`src/rtl/spi_peripheral.sv`:
```
// Memory-mapped SPI peripheral (mode 0, 8-bit, MSB first) with STATUS/CONTROL/DATA registers.
// SPI pins are asynchronous to clk and are synchronized before use.
module spi_peripheral #(
    parameter logic [31:0] ADDR = 32'hd100
) (
    input  logic        clk,
    input  logic        rst_n,
    input  logic [31:0] addr,
    input  logic [31:0] wdata,
    input  logic [3:0]  wmask,
    input  logic        wen,
    input  logic        ren,
    output logic [31:0] rdata,
    output logic        ready,
    output logic        active,
    input  logic        sclk,
    input  logic        cs_n,
    input  logic        mosi,
    output logic        miso
);

    localparam int unsigned BYTE_W = 8;
    localparam int unsigned CNT_W  = 3;

    localparam logic [31:0] STATUS_A  = ADDR;
    localparam logic [31:0] CONTROL_A = ADDR + 32'd4;
    localparam logic [31:0] DATA_A    = ADDR + 32'd8;

    typedef enum logic {
        IDLE     = 1'b0,
        SELECTED = 1'b1
    } state_t;

    state_t              state;
    logic                enable;
    logic [BYTE_W-1:0]   tx_buf;
    logic                tx_full;
    logic [BYTE_W-1:0]   rx_data;
    logic                rx_valid;
    logic                overrun;
    logic                frame_err;
    logic [CNT_W-1:0]    bit_cnt;
    logic [BYTE_W-1:0]   tx_shift;
    logic [BYTE_W-1:0]   rx_shift;

    logic [2:0]          sclk_q;
    logic [2:0]          cs_q;
    logic [1:0]          mosi_q;

    logic                sclk_rise, sclk_fall, cs_fall, cs_rise;
    logic                status_wr, control_wr, data_wr, data_rd;
    logic                cs_active;
    logic [BYTE_W-1:0]   rx_next;
    logic [BYTE_W-1:0]   tx_reload;
    logic                unused_bits;

    // Two-flop synchronizers; the third flop on sclk/cs_n gives edge detection.
    always_ff @(posedge clk) begin
        if (!rst_n) begin
            sclk_q <= 3'b000;
            cs_q   <= 3'b111;
            mosi_q <= 2'b00;
        end else begin
            sclk_q <= {sclk_q[1:0], sclk};
            cs_q   <= {cs_q[1:0], cs_n};
            mosi_q <= {mosi_q[0], mosi};
        end
    end

    assign sclk_rise = sclk_q[1] & ~sclk_q[2];
    assign sclk_fall = ~sclk_q[1] & sclk_q[2];
    assign cs_fall   = ~cs_q[1] & cs_q[2];
    assign cs_rise   = cs_q[1] & ~cs_q[2];

    assign status_wr  = wen && wmask[0] && (addr == STATUS_A);
    assign control_wr = wen && wmask[0] && (addr == CONTROL_A);
    assign data_wr    = wen && wmask[0] && (addr == DATA_A);
    assign data_rd    = ren && (addr == DATA_A);

    assign cs_active = (state == SELECTED);
    assign rx_next   = {rx_shift[BYTE_W-2:0], mosi_q[1]};
    assign tx_reload = tx_full ? tx_buf : 8'h00;

    assign ready  = 1'b1;
    assign active = (addr == STATUS_A) || (addr == CONTROL_A) || (addr == DATA_A);
    assign miso   = cs_active & tx_shift[BYTE_W-1];

    assign unused_bits = ^{wdata[31:8], wdata[7:5], wdata[3], wdata[1], wmask[3:1], rx_shift[BYTE_W-1]};

    // Combinational register read mux.
    always_comb begin
        rdata = 32'h0;
        if (addr == STATUS_A)
            rdata = {27'b0, frame_err, cs_active, overrun, tx_full, rx_valid};
        else if (addr == CONTROL_A)
            rdata = {31'b0, enable};
        else if (addr == DATA_A)
            rdata = {16'b0, rx_data, tx_buf};
    end

    // Bus register writes and the SPI framing state machine; later assignments take priority.
    always_ff @(posedge clk) begin
        if (!rst_n) begin
            state     <= IDLE;
            enable    <= 1'b0;
            tx_buf    <= '0;
            tx_full   <= 1'b0;
            rx_data   <= '0;
            rx_valid  <= 1'b0;
            overrun   <= 1'b0;
            frame_err <= 1'b0;
            bit_cnt   <= '0;
            tx_shift  <= '0;
            rx_shift  <= '0;
        end else begin
            if (data_rd)
                rx_valid <= 1'b0;
            if (status_wr) begin
                if (wdata[2]) overrun   <= 1'b0;
                if (wdata[4]) frame_err <= 1'b0;
            end

            case (state)
                IDLE: begin
                    if (enable && cs_fall) begin
                        state    <= SELECTED;
                        bit_cnt  <= '0;
                        tx_shift <= tx_reload;
                        tx_full  <= 1'b0;
                    end
                end
                SELECTED: begin
                    if (!enable) begin
                        state   <= IDLE;
                        bit_cnt <= '0;
                    end else if (cs_rise) begin
                        state   <= IDLE;
                        bit_cnt <= '0;
                        if (bit_cnt != '0)
                            frame_err <= 1'b1;
                    end else if (sclk_rise) begin
                        rx_shift <= rx_next;
                        if (bit_cnt == CNT_W'(BYTE_W - 1)) begin
                            rx_data  <= rx_next;
                            rx_valid <= 1'b1;
                            if (rx_valid && !data_rd)
                                overrun <= 1'b1;
                            bit_cnt  <= '0;
                            tx_shift <= tx_reload;
                            tx_full  <= 1'b0;
                        end else begin
                            bit_cnt <= bit_cnt + CNT_W'(1);
                        end
                    end else if (sclk_fall && (bit_cnt != '0)) begin
                        tx_shift <= {tx_shift[BYTE_W-2:0], 1'b0};
                    end
                end
                default: state <= IDLE;
            endcase

            if (control_wr)
                enable <= wdata[0];
            if (data_wr) begin
                tx_buf  <= wdata[BYTE_W-1:0];
                tx_full <= 1'b1;
            end
        end
    end

endmodule

```
`config.mk`:
```
export PLATFORM = sky130hd
export DESIGN_NAME = spi_peripheral
export DESIGN_NICKNAME = d
export VERILOG_FILES = /design/src/rtl/spi_peripheral.sv
export SDC_FILE = /design/constraint.sdc
export NUM_CORES = 1
export LEC_CHECK = 0
export BUFFER_PORTS_ARGS = -buffer_cell sky130_fd_sc_hd__clkbuf_2
export CORE_UTILIZATION = 25
export CTS_CLUSTER_SIZE = 40
export DETAILED_ROUTE_END_ITERATION = 8
export PLACE_DENSITY = 0.58
export SETUP_SLACK_MARGIN = 0.15
export SYNTH_ARGS = -nofsm -noshare
export SYNTH_HDL_FRONTEND = slang
export SYNTH_SLANG_ARGS = --single-unit
```
`constraint.sdc`:
```
create_clock -name clk -period 2.17 [get_ports clk]
set_clock_uncertainty 0.2 [all_clocks]
set_input_delay 0.217 -clock clk [delete_from_list [all_inputs] [get_ports clk]]
set_output_delay 0.217 -clock clk [all_outputs]
set_load 0.005 [all_outputs]
```
==> summary.md, run 1 <==
| Metric | Value |
|---|---|
| DR WL/cell | `11.69 um` |
| CP top delay family | `simple AND/OR/NAND/NOR gates` |
| DP Wirelength | `4.110 mm` |
| Sequential Power Share | `0.534` |
| Top FF cell, synth | `dfxtp_1` |
| Worst-path clk slew | `0.09 ns` |
| GP Congestion | `0.7463` |
| First-pass GRT wire length | `9.128 mm` |
| Diodes inserted | `0` |
| Commonest cells after routing, fill and taps aside | `clkbuf_2 (65), nand2_1 (50), dfxtp_1 (45)` |
| Port bufs | `65` |
| Asr flop ratio synth | `0` |
| Max Root-Sink Buffers | `2` |
| Starting Density | `0.2610` |
| Peak VDD IR | `0.0003046 V` |
| HP Class | `input pin to flip-flop` |
| Worst-path maximum fanout | `6` |
| Failing checks | `hold timing` |
| Critical path buffers and inverters | `2` |
| Period utilization | `0.9146` |
| Reg area | `964.7 um2` |
| Area of the multi-input gates | `1390 um2` |
| Sequential share of the synthesized area | `0.3947` |
| WHS | `-0.004749 ns` |
| Psw | `370.6 uW` |
| WP data required | `1.75 ns` |
| Static Leak | `0.001393 uW` |
| Total core area | `9328 um2` |
| CTS Sinks | `48` |
| RSZ-0062 raised after global routing | `yes` |
| Final #Nets | `432` |
| Worst-skew pair later-pin latency | `0.30 ns` |
| Initial antenna violation count | `0` |
| Layout area overhead | `29.55%` |
| Max incr delay on CP | `0.47 ns` |
| Placed cells | `465` |
| Cell Pwr Density | `528.4 nW/um2` |
| Worst path most repeated cell | `clkbuf_2` |
| Post-synth EDFFs | `0` |
| Clock Tree Root | `clkbuf_8` |
| MaxCap Viol Count | `0` |
| Arrival time worst endpoint | `1.57 ns` |
| Synth Warn # | `0` |
| Slowest CP cell | `or3_4` |
| CP Depth | `6` |
| Vias/cell | `4.225` |
| Most common cell after layout, fill and taps aside | `clkbuf_2` |
| CTS tree | `yes` |
| Worst hold path depth | `3` |
| Combinational Power Share | `0.070` |
| Filler cells | `973` |
| Final wirelength | `5.658 mm` |
| Total die area | `10140 um2` |
| Num CTS Buffers | `5` |
| Core Rows | `35` |
| CTS H-tree lvls | `2` |
| Netlist cell types | `41` |
| Share of cells above drive strength 1 | `0.2789` |
| DRT Pass-1 Iters | `4` |
| Critical path type | `input pin to primary output` |
| Largest net degree at the start of global routing | `22` |
| Status | `complete, but fails checks` |
| ANT nets after route | `0` |
| DRC violations left | `0` |
| Ports | `110` |
| Setup-failing EPs final | `0` |
| DR vias | `2045` |
| Setup_tns | `0 ns` |
| Avg Inst Size Synth | `8.727 um2` |
| Total power | `1667 uW` |
| Crit end category | `primary output` |
| Crit start category | `input pin` |
| Cells along the critical path | `clkbuf_2 > nor4bb_1 > nand4_1 > or3_4 > nor2_1 > clkbuf_2` |
| Post-Layout Cell Count | `484` |
| Synthesized flop and latch total | `48` |
| Fin. max-slew vios | `0` |
| Mapped Cells | `279` |
| Die width | `100.7 um` |
| Die Ht | `100.7 um` |
| Peak Freq | `503.9 MHz` |
| Synthesized cell area | `2435 um2` |
| Remaining Overflow, GRT | `0` |
| Final hold vios | `2` |
| Int Power | `1296 uW` |
| Switching Fraction | `0.2223` |
| Clk pwr share | `0.396` |
| Gr usage total | `0.1124` |
| Minimum clock period | `1.985 ns` |
| Reg2Reg Depth | `6` |
| Reg2reg setup slack | `0.21 ns` |
| DR iter-0 viols | `37` |
| Vias in the first global route | `2026` |
## cells by family (layout without fill, tap and decap cells)
group / Yosys count / after routing / synth area share
compound gates: 32 / 32 / 0.1038
fa+ha+maj: 3 / 3 / 0.01542
buf+inv: 35 / 96 / 0.08838
flops: 48 / 48 / 0.3947
mux: 21 / 21 / 0.08633
other cells: 2 / 17 / 0.003084
simple gates: 138 / 138 / 0.3083
## worst paths after layout
check / endpoint / start
min reg2reg: cs_q[1]$_SDFF_PN1_ / cs_q[0]$_SDFF_PN1_
max: rdata[2] / addr[6]
max reg2reg: tx_shift[3]$_SDFFE_PN0P_ / bit_cnt[0]$_SDFFE_PN0P_
min: tx_buf[0]$_SDFFE_PN0P_ / wdata[0]
## layer usage
| metal | share of wire | GRT usage | vias to the layer above |
|---|---|---|---|
| li1 | - | - | 1060 |
| met1 | 0.48 | 0.1367 | 913 |
| met2 | 0.46 | 0.2065 | 70 |
| met3 | 0.050 | 0.02150 | 2 |
| met4 | 0.0028 | 0.02007 | 0 |
| met5 | 0 | 0 | - |
## what timing repair did
item	in CTS	in global routing
hold endpoints to repair	10	0
gates cloned	0	0
gates resized for setup	5	14
hold buffers	10	0
pin swaps	2	6
setup buffers	0	1
setup endpoints to repair	12	31
## cell usage after synthesis, types with 3 or more instances
cell | n | share of area
and3_1 | 14 | 0.036
a211o_1 | 7 | 0.025
inv_1 | 3 | 0.0046
a21boi_1 | 12 | 0.037
ha_1 | 3 | 0.015
nand3b_1 | 3 | 0.0092
nor4_1 | 4 | 0.010
buf_4 | 17 | 0.052
dfxtp_1 | 48 | 0.39
buf_2 | 4 | 0.0082
and2_1 | 21 | 0.054
nand2_1 | 50 | 0.077
clkbuf_1 | 9 | 0.014
a21boi_0 | 3 | 0.0092
mux2i_1 | 21 | 0.086
nor2b_1 | 9 | 0.023
nand3_1 | 4 | 0.0082
nand2b_1 | 6 | 0.015
nor2_1 | 8 | 0.012
or2b_1 | 5 | 0.015
## layout make-up
type | count | share of cell area
tap | 129 | 0.05117
multi-input combinational | 211 | 0.4407
clock inverter | 3 | 0.01468
inverter | 3 | 0.003570
timing repair buffer | 85 | 0.1622
sequential | 48 | 0.3058
clock buffer | 5 | 0.02182
## tightest hold or removal path, stage by stage
cell and delay [ns]:
clkbuf_2 0.08, nand2_1 0.08, mux2i_1 0.07
## state kept, by name, indices dropped and copies added, names as in the netlist
name       cells
enable         1
tx_buf         8
cs_q           3
cs_active      1
overrun        1
frame_err      1
tx_shift       8
rx_shift       7
tx_full        1
mosi_q         2
rx_data        8
rx_valid       1
sclk_q         3
bit_cnt        3
## power groups by stage
stage	clock, uW	combinational, uW	sequential, uW
after global routing	717	130	891
final	660	117	889
after detailed placement	0	101	910
after floorplan	0	67.6	909
after global placement	0	99.4	909
after CTS	685	115	889
## through the flow
stage / hold WS [ns] / util / instance area (um2) / worst slack [ns]
final: -0.004749 / 0.3382 / 3154 / 0.1853
after floorplan: 0.1185 / - / 2491 / 0.2440
after CTS: 0.01287 / 0.3304 / 3082 / 0.1548
after detailed placement: 0.1977 / 0.3046 / 2841 / 0.07866
after global placement: 0.1921 / 0.3046 / 2841 / 0.09571
after global routing: 0.001043 / 0.3382 / 3154 / 0.1462
(Power assumes the default switching activity.)
==> run 2, diff against run 1 <==
==> constraint.sdc (replaced) <==
create_clock -name clk -period 2.36 [get_ports clk]
set_clock_uncertainty 0.2 [all_clocks]
set_input_delay 0.236 -clock clk [delete_from_list [all_inputs] [get_ports clk]]
set_output_delay 0.236 -clock clk [all_outputs]
set_load 0.005 [all_outputs]
==> run 2 against run 1 <==
Worst setup slack improved by 0.053 ns. The flow now finishes without violations. Cell area shrank 2.7%. Clock power decreased by 2%. Power shrank 6.0%. Clock-buffer cell count grew 2. Critical path type unchanged. Register-to-register slack improved by 0.06 ns. Combinational power down 11%. Hold slack improved by 0.014 ns. Utilization is 0.93 points lower. Sequential share of layout area up 0.74 points. Highest routed layer unchanged. Sequential cell count unchanged.
==> summary.md, run 2 (synthesized netlist as in run 1, its figures left out) <==
| Metric | Value |
|---|---|
| Core Rows | `35` |
| Placed cells | `465` |
| Cell Pwr Density | `510.9 nW/um2` |
| CTS H-tree lvls | `2` |
| DRT Pass-1 Iters | `4` |
| Sequential Power Share | `0.521` |
| DP Wirelength | `4.331 mm` |
| Worst-path maximum fanout | `3` |
| WP data required | `1.92 ns` |
| First-pass GRT wire length | `9.183 mm` |
| Max incr delay on CP | `0.39 ns` |
| Reg2reg setup slack | `0.27 ns` |
| Peak VDD IR | `0.0002109 V` |
| Starting Density | `0.2610` |
| Ports | `110` |
| Initial antenna violation count | `0` |
| Commonest cells after routing, fill and taps aside | `clkbuf_2 (65), nand2_1 (50), dfxtp_1 (48)` |
| Fin. max-slew vios | `0` |
| Setup_tns | `0 ns` |
| Worst r2r dst | `tx_shift[5]$_SDFFE_PN0P_` |
| DR iter-0 viols | `40` |
| Arrival time worst endpoint | `1.69 ns` |
| Crit end category | `primary output` |
| Peak Freq | `471.4 MHz` |
| Status | `finished clean` |
| DR WL/cell | `11.84 um` |
| HP Class | `input pin to flip-flop` |
| Remaining Overflow, GRT | `0` |
| Critical path buffers and inverters | `2` |
| ANT nets after route | `0` |
| Setup-failing EPs final | `0` |
| Worst-path clk slew | `0.09 ns` |
| DR vias | `2095` |
| MaxCap Viol Count | `0` |
| Worst path most repeated cell | `clkbuf_2` |
| Vias/cell | `4.346` |
| Combinational Power Share | `0.066` |
| Static Leak | `0.001377 uW` |
| Reg2Reg Depth | `6` |
| Total core area | `9328 um2` |
| Port bufs | `65` |
| RSZ-0062 raised after global routing | `no` |
| Num CTS Buffers | `5` |
| CP endpoint | `active` |
| Post-CTS setup-driven buffer insertion count | `0` |
| Crit start category | `input pin` |
| CP Depth | `6` |
| Leading registers by flop count | `rx_data: 8 flops, tx_buf: 8 flops, tx_shift: 8 flops` |
| DRC violations left | `0` |
| Die Ht | `100.7 um` |
| Switching Fraction | `0.2063` |
| GP Congestion | `0.7228` |
| Total die area | `10140 um2` |
| Die width | `100.7 um` |
| Clock Tree Root | `clkbuf_8` |
| Share of cells above drive strength 1 | `0.2550` |
| Worst-skew pair later-pin latency | `0.30 ns` |
| Cells along the critical path | `clkbuf_2 > nor4bb_1 > nand4_1 > nor3_1 > a21boi_0 > clkbuf_2` |
| Vias in the first global route | `1971` |
| Post-Layout Cell Count | `482` |
| Gr usage total | `0.1159` |
| Psw | `323.4 uW` |
| Final hold vios | `0` |
| CP top delay family | `simple AND/OR/NAND/NOR gates` |
| Crit path from | `addr[6]` |
| Max Root-Sink Buffers | `2` |
| Minimum clock period | `2.121 ns` |
| Final #Nets | `430` |
| Period utilization | `0.8988` |
| Slowest CP cell | `nor3_1` |
| Layout area overhead | `26.00%` |
| Final wirelength | `5.708 mm` |
| Clk pwr share | `0.412` |
| Crit Reg-Reg Startpoint | `bit_cnt[0]$_SDFFE_PN0P_` |
| CTS Sinks | `48` |
| Largest net degree at the start of global routing | `22` |
| CTS tree | `yes` |
| Most common cell after layout, fill and taps aside | `clkbuf_2` |
| Int Power | `1244 uW` |
| Critical path type | `input pin to primary output` |
| Diodes inserted | `0` |
[run 2: changes by cell type in the layout (fill, tap and decap cells not counted), moves of 2 or more]
cell / change
dfxtp_2: -3
dfxtp_1: +3
clkbuf_8: +2
buf_6: -3
ha_1: +3
ha_2: -2
buf_4: +2
[run 2: power by group through the flow]
stage	logic, uW	clock network [uW]	registers [uW]
after floorplan	62.1	0	836
after global placement	91.5	0	836
after detailed placement	92.9	0	836
after CTS	105	669	817
after global routing	115	704	819
final	104	646	817
[run 2: tightest hold or removal path: cells and delay by family]
family / cells / cell delay [ns]
buf+inv: 1 / 0.11
mux: 1 / 0.06
simple gates: 1 / 0.06
[run 2: routing by layer]
layer	routed length (um)	part of all wire	global-route usage	vias up
met5	0	0	0	-
met4	48	0.0084	0.03344	0
met3	349	0.061	0.02288	7
met2	2616	0.46	0.2055	82
met1	2693	0.47	0.1416	948
li1	-	-	-	1058
[run 2: final cells by class]
class                   count  area [um2]
repair buffers             83       483.0
clock inverters             1       30.03
well taps                 129       161.4
inverters                   3       11.26
fillers                   987        6260
multi-input cells         211        1325
clock buffers               7       96.34
flip-flops and latches     48       960.9
[run 2: worst min path at each step]
stage | cells past startpoint | endpoint | slack (ns) | startpoint
3_3_place_gp | 1 | cs_q[1]$_SDFF_PN1_ | 0.19 | cs_q[0]$_SDFF_PN1_
6_report | 3 | tx_buf[2]$_SDFFE_PN0P_ | 0.009 | wdata[2]
5_1_grt | 3 | tx_buf[2]$_SDFFE_PN0P_ | 0.003 | wdata[2]
3_5_place_dp | 1 | cs_q[1]$_SDFF_PN1_ | 0.20 | cs_q[0]$_SDFF_PN1_
2_1_floorplan | 1 | cs_q[0]$_SDFF_PN1_ | 0.14 | cs_n
4_1_cts | 3 | tx_buf[2]$_SDFFE_PN0P_ | 0.009 | wdata[2]
[run 2: per-stage QoR]
stage	setup slack (ns)	hold WS [ns]	util	total power, uW	instance area [um2]
4_1_cts	0.2585	0.009160	0.3278	1591	3058
3_3_place_gp	0.3075	0.1900	0.3046	927.7	2841
5_1_grt	0.1531	0.002570	0.3289	1637	3068
3_5_place_dp	0.2632	0.2010	0.3046	929.4	2841
6_report	0.2387	0.008755	0.3289	1567	3068
2_1_floorplan	0.4340	0.1375	-	897.8	2491
[run 2: timing repair]
action	4_1_cts	5_1_grt
resized for setup	0	2
hold buffers	9	0
endpoints found under the hold margin	9	0
endpoints found under the setup margin	0	10
==> run 3, diff against run 2 <==
--- a/config.mk
+++ b/config.mk
@@ -10,6 +10,7 @@
 export CTS_CLUSTER_SIZE = 40
 export DETAILED_ROUTE_END_ITERATION = 8
 export PLACE_DENSITY = 0.58
+export RECOVER_POWER = 50
 export SETUP_SLACK_MARGIN = 0.15
 export SYNTH_ARGS = -nofsm -noshare
 export SYNTH_HDL_FRONTEND = slang
==> run 3 against run 2 <==
Register-to-register slack about the same. Combinational power about the same. Clock-buffer cell count unchanged.
==> summary.md, run 3 (synthesized netlist as in run 1, its figures left out) <==
| Metric | Value |
|---|---|
| RSZ-0062 raised after global routing | `no` |
| Worst setup margin | `0.2687 ns` |
| WP data required | `2.36 ns` |
| Crit start category | `flip-flop` |
| Period utilization | `0.8861` |
| Slowest CP cell | `dfxtp_1` |
| Crit end category | `flip-flop` |
| CTS Sinks | `48` |
| MaxCap Viol Count | `0` |
| Arrival time worst endpoint | `2.09 ns` |
| Remaining Overflow, GRT | `0` |
| Max Root-Sink Buffers | `2` |
| Total die area | `10140 um2` |
| Worst-skew pair later-pin latency | `0.31 ns` |
| DR WL/cell | `11.71 um` |
| Least-Margin Pin Slew | `0.8647 ns` |
| Hold_sp | `wdata[2]` |
| Clock Tree Root | `clkbuf_8` |
| Status | `finished clean` |
| Die Ht | `100.7 um` |
| Worst-path clk slew | `0.09 ns` |
| Crit path from | `bit_cnt[0]$_SDFFE_PN0P_` |
| Final wirelength | `5.646 mm` |
| Diodes inserted | `0` |
| Die width | `100.7 um` |
| Worst path most repeated cell | `ha_1` |
| Leading registers by flop count | `rx_data: 8 flops, tx_buf: 8 flops, tx_shift: 8 flops` |
| Peak Freq | `478.2 MHz` |
| Fin. max-slew vios | `0` |
| Cell Pwr Density | `513.9 nW/um2` |
| DRC violations left | `0` |
| Starting Density | `0.2610` |
| Setup-failing EPs final | `0` |
| CTS H-tree lvls | `2` |
| Final #Nets | `430` |
| DRT Pass-1 Iters | `4` |
| Vias in the first global route | `1971` |
| Max incr delay on CP | `0.34 ns` |
| Peak VDD IR | `0.0002106 V` |
| DR vias | `2086` |
| ANT nets after route | `0` |
| Share of cells above drive strength 1 | `0.2408` |
| Worst rel slew slack | `0.4235` |
| Crit Reg-Reg Startpoint | `bit_cnt[0]$_SDFFE_PN0P_` |
| Vias/cell | `4.328` |
| Worst-path maximum fanout | `7` |
| GP Congestion | `0.7228` |
| CTS tree | `yes` |
| Gr usage total | `0.1159` |
| Largest net degree at the start of global routing | `22` |
| Most common cell after layout, fill and taps aside | `clkbuf_2` |
| DR iter-0 viols | `49` |
| Num CTS Buffers | `5` |
| HP Class | `input pin to flip-flop` |
| Commonest cells after routing, fill and taps aside | `clkbuf_2 (65), nand2_1 (50), dfxtp_1 (48)` |
| Layout area overhead | `25.18%` |
| Cells along the critical path | `ha_1 > ha_1 > a31o_2 > a32oi_2 > or2b_1 > and3_1` |
| Total core area | `9328 um2` |
| Static Leak | `0.001355 uW` |
| Final hold vios | `0` |
| Port bufs | `65` |
| Ports | `110` |
| Critical path type | `flip-flop to flip-flop` |
| Dpl ws | `0.2632 ns` |
| First-pass GRT wire length | `9.183 mm` |
| Core Rows | `35` |
| Setup_tns | `0 ns` |
| Initial antenna violation count | `0` |
| DP Wirelength | `4.331 mm` |
| Minimum clock period | `2.091 ns` |
## run 3: cell types whose count changed in the layout (fill, tap and decap cells not counted), sizes merged
cell / before / now
buf: 9 / 5
clkbuf: 72 / 76
## run 3: layer usage
layer	wire length [um]	vias to the layer above	GRT usage
li1	-	1059	-
met1	2666	943	0.1416
met2	2581	77	0.2055
met3	336	7	0.02288
met4	61	0	0.03344
met5	0	-	0
## run 3: where the power goes
group	switching [uW]	internal, uW	total [uW]
combinational	48.3	53.8	102
sequential	2.67	815	817
clock	273	374	647
total	324	1240	1570
## run 3: worst paths after layout
path / end / slack, ns / cells after the start
worst max-delay path: tx_shift[5]$_SDFFE_PN0P_ / 0.27 / 6
worst min-delay path: tx_buf[2]$_SDFFE_PN0P_ / 0.008 / 3
worst max register to register: tx_shift[5]$_SDFFE_PN0P_ / 0.27 / 6
worst min register to register: cs_q[1]$_SDFF_PN1_ / 0.22 / 1
## run 3: area by class of cell
type	count	area (um2)
Fill cell	996	6280
Multi-Input combinational cell	211	1320
Sequential cell	48	960.9
Timing Repair Buffer	83	467.9
Tap cell	129	161.4
Clock buffer	7	96.34
Clock inverter	1	30.03
Inverter	3	11.26
## run 3: repair_timing
item                                    4_1_cts  5_1_grt
gates resized for setup                       0        2
hold endpoints to repair                      9        0
setup buffers                                 0        0
hold buffers                                  9        0
endpoints found under the setup margin        0       10
## run 3: critical path, delay by kind of cell, from the launching register on
kind / cells / cell delay [ns]
fa+ha+maj: 2 / 0.44
flops: 1 / 0.34
compound gates: 2 / 0.60
simple gates: 2 / 0.42
## run 3: stage by stage
| step | power, uW | utilization | cells | hold WS, ns | instance area [um2] |
|---|---|---|---|---|---|
| 2_1_floorplan | 897.8 | - | 294 | 0.1375 | 2491 |
| 3_3_place_gp | 927.7 | 0.3046 | 465 | 0.1900 | 2841 |
| 3_5_place_dp | 929.4 | 0.3046 | 465 | 0.2010 | 2841 |
| 4_1_cts | 1591 | 0.3278 | 482 | 0.009160 | 3058 |
| 5_1_grt | 1636 | 0.3268 | 482 | 0.002570 | 3048 |
| 6_report | 1566 | 0.3268 | 482 | 0.008112 | 3048 |
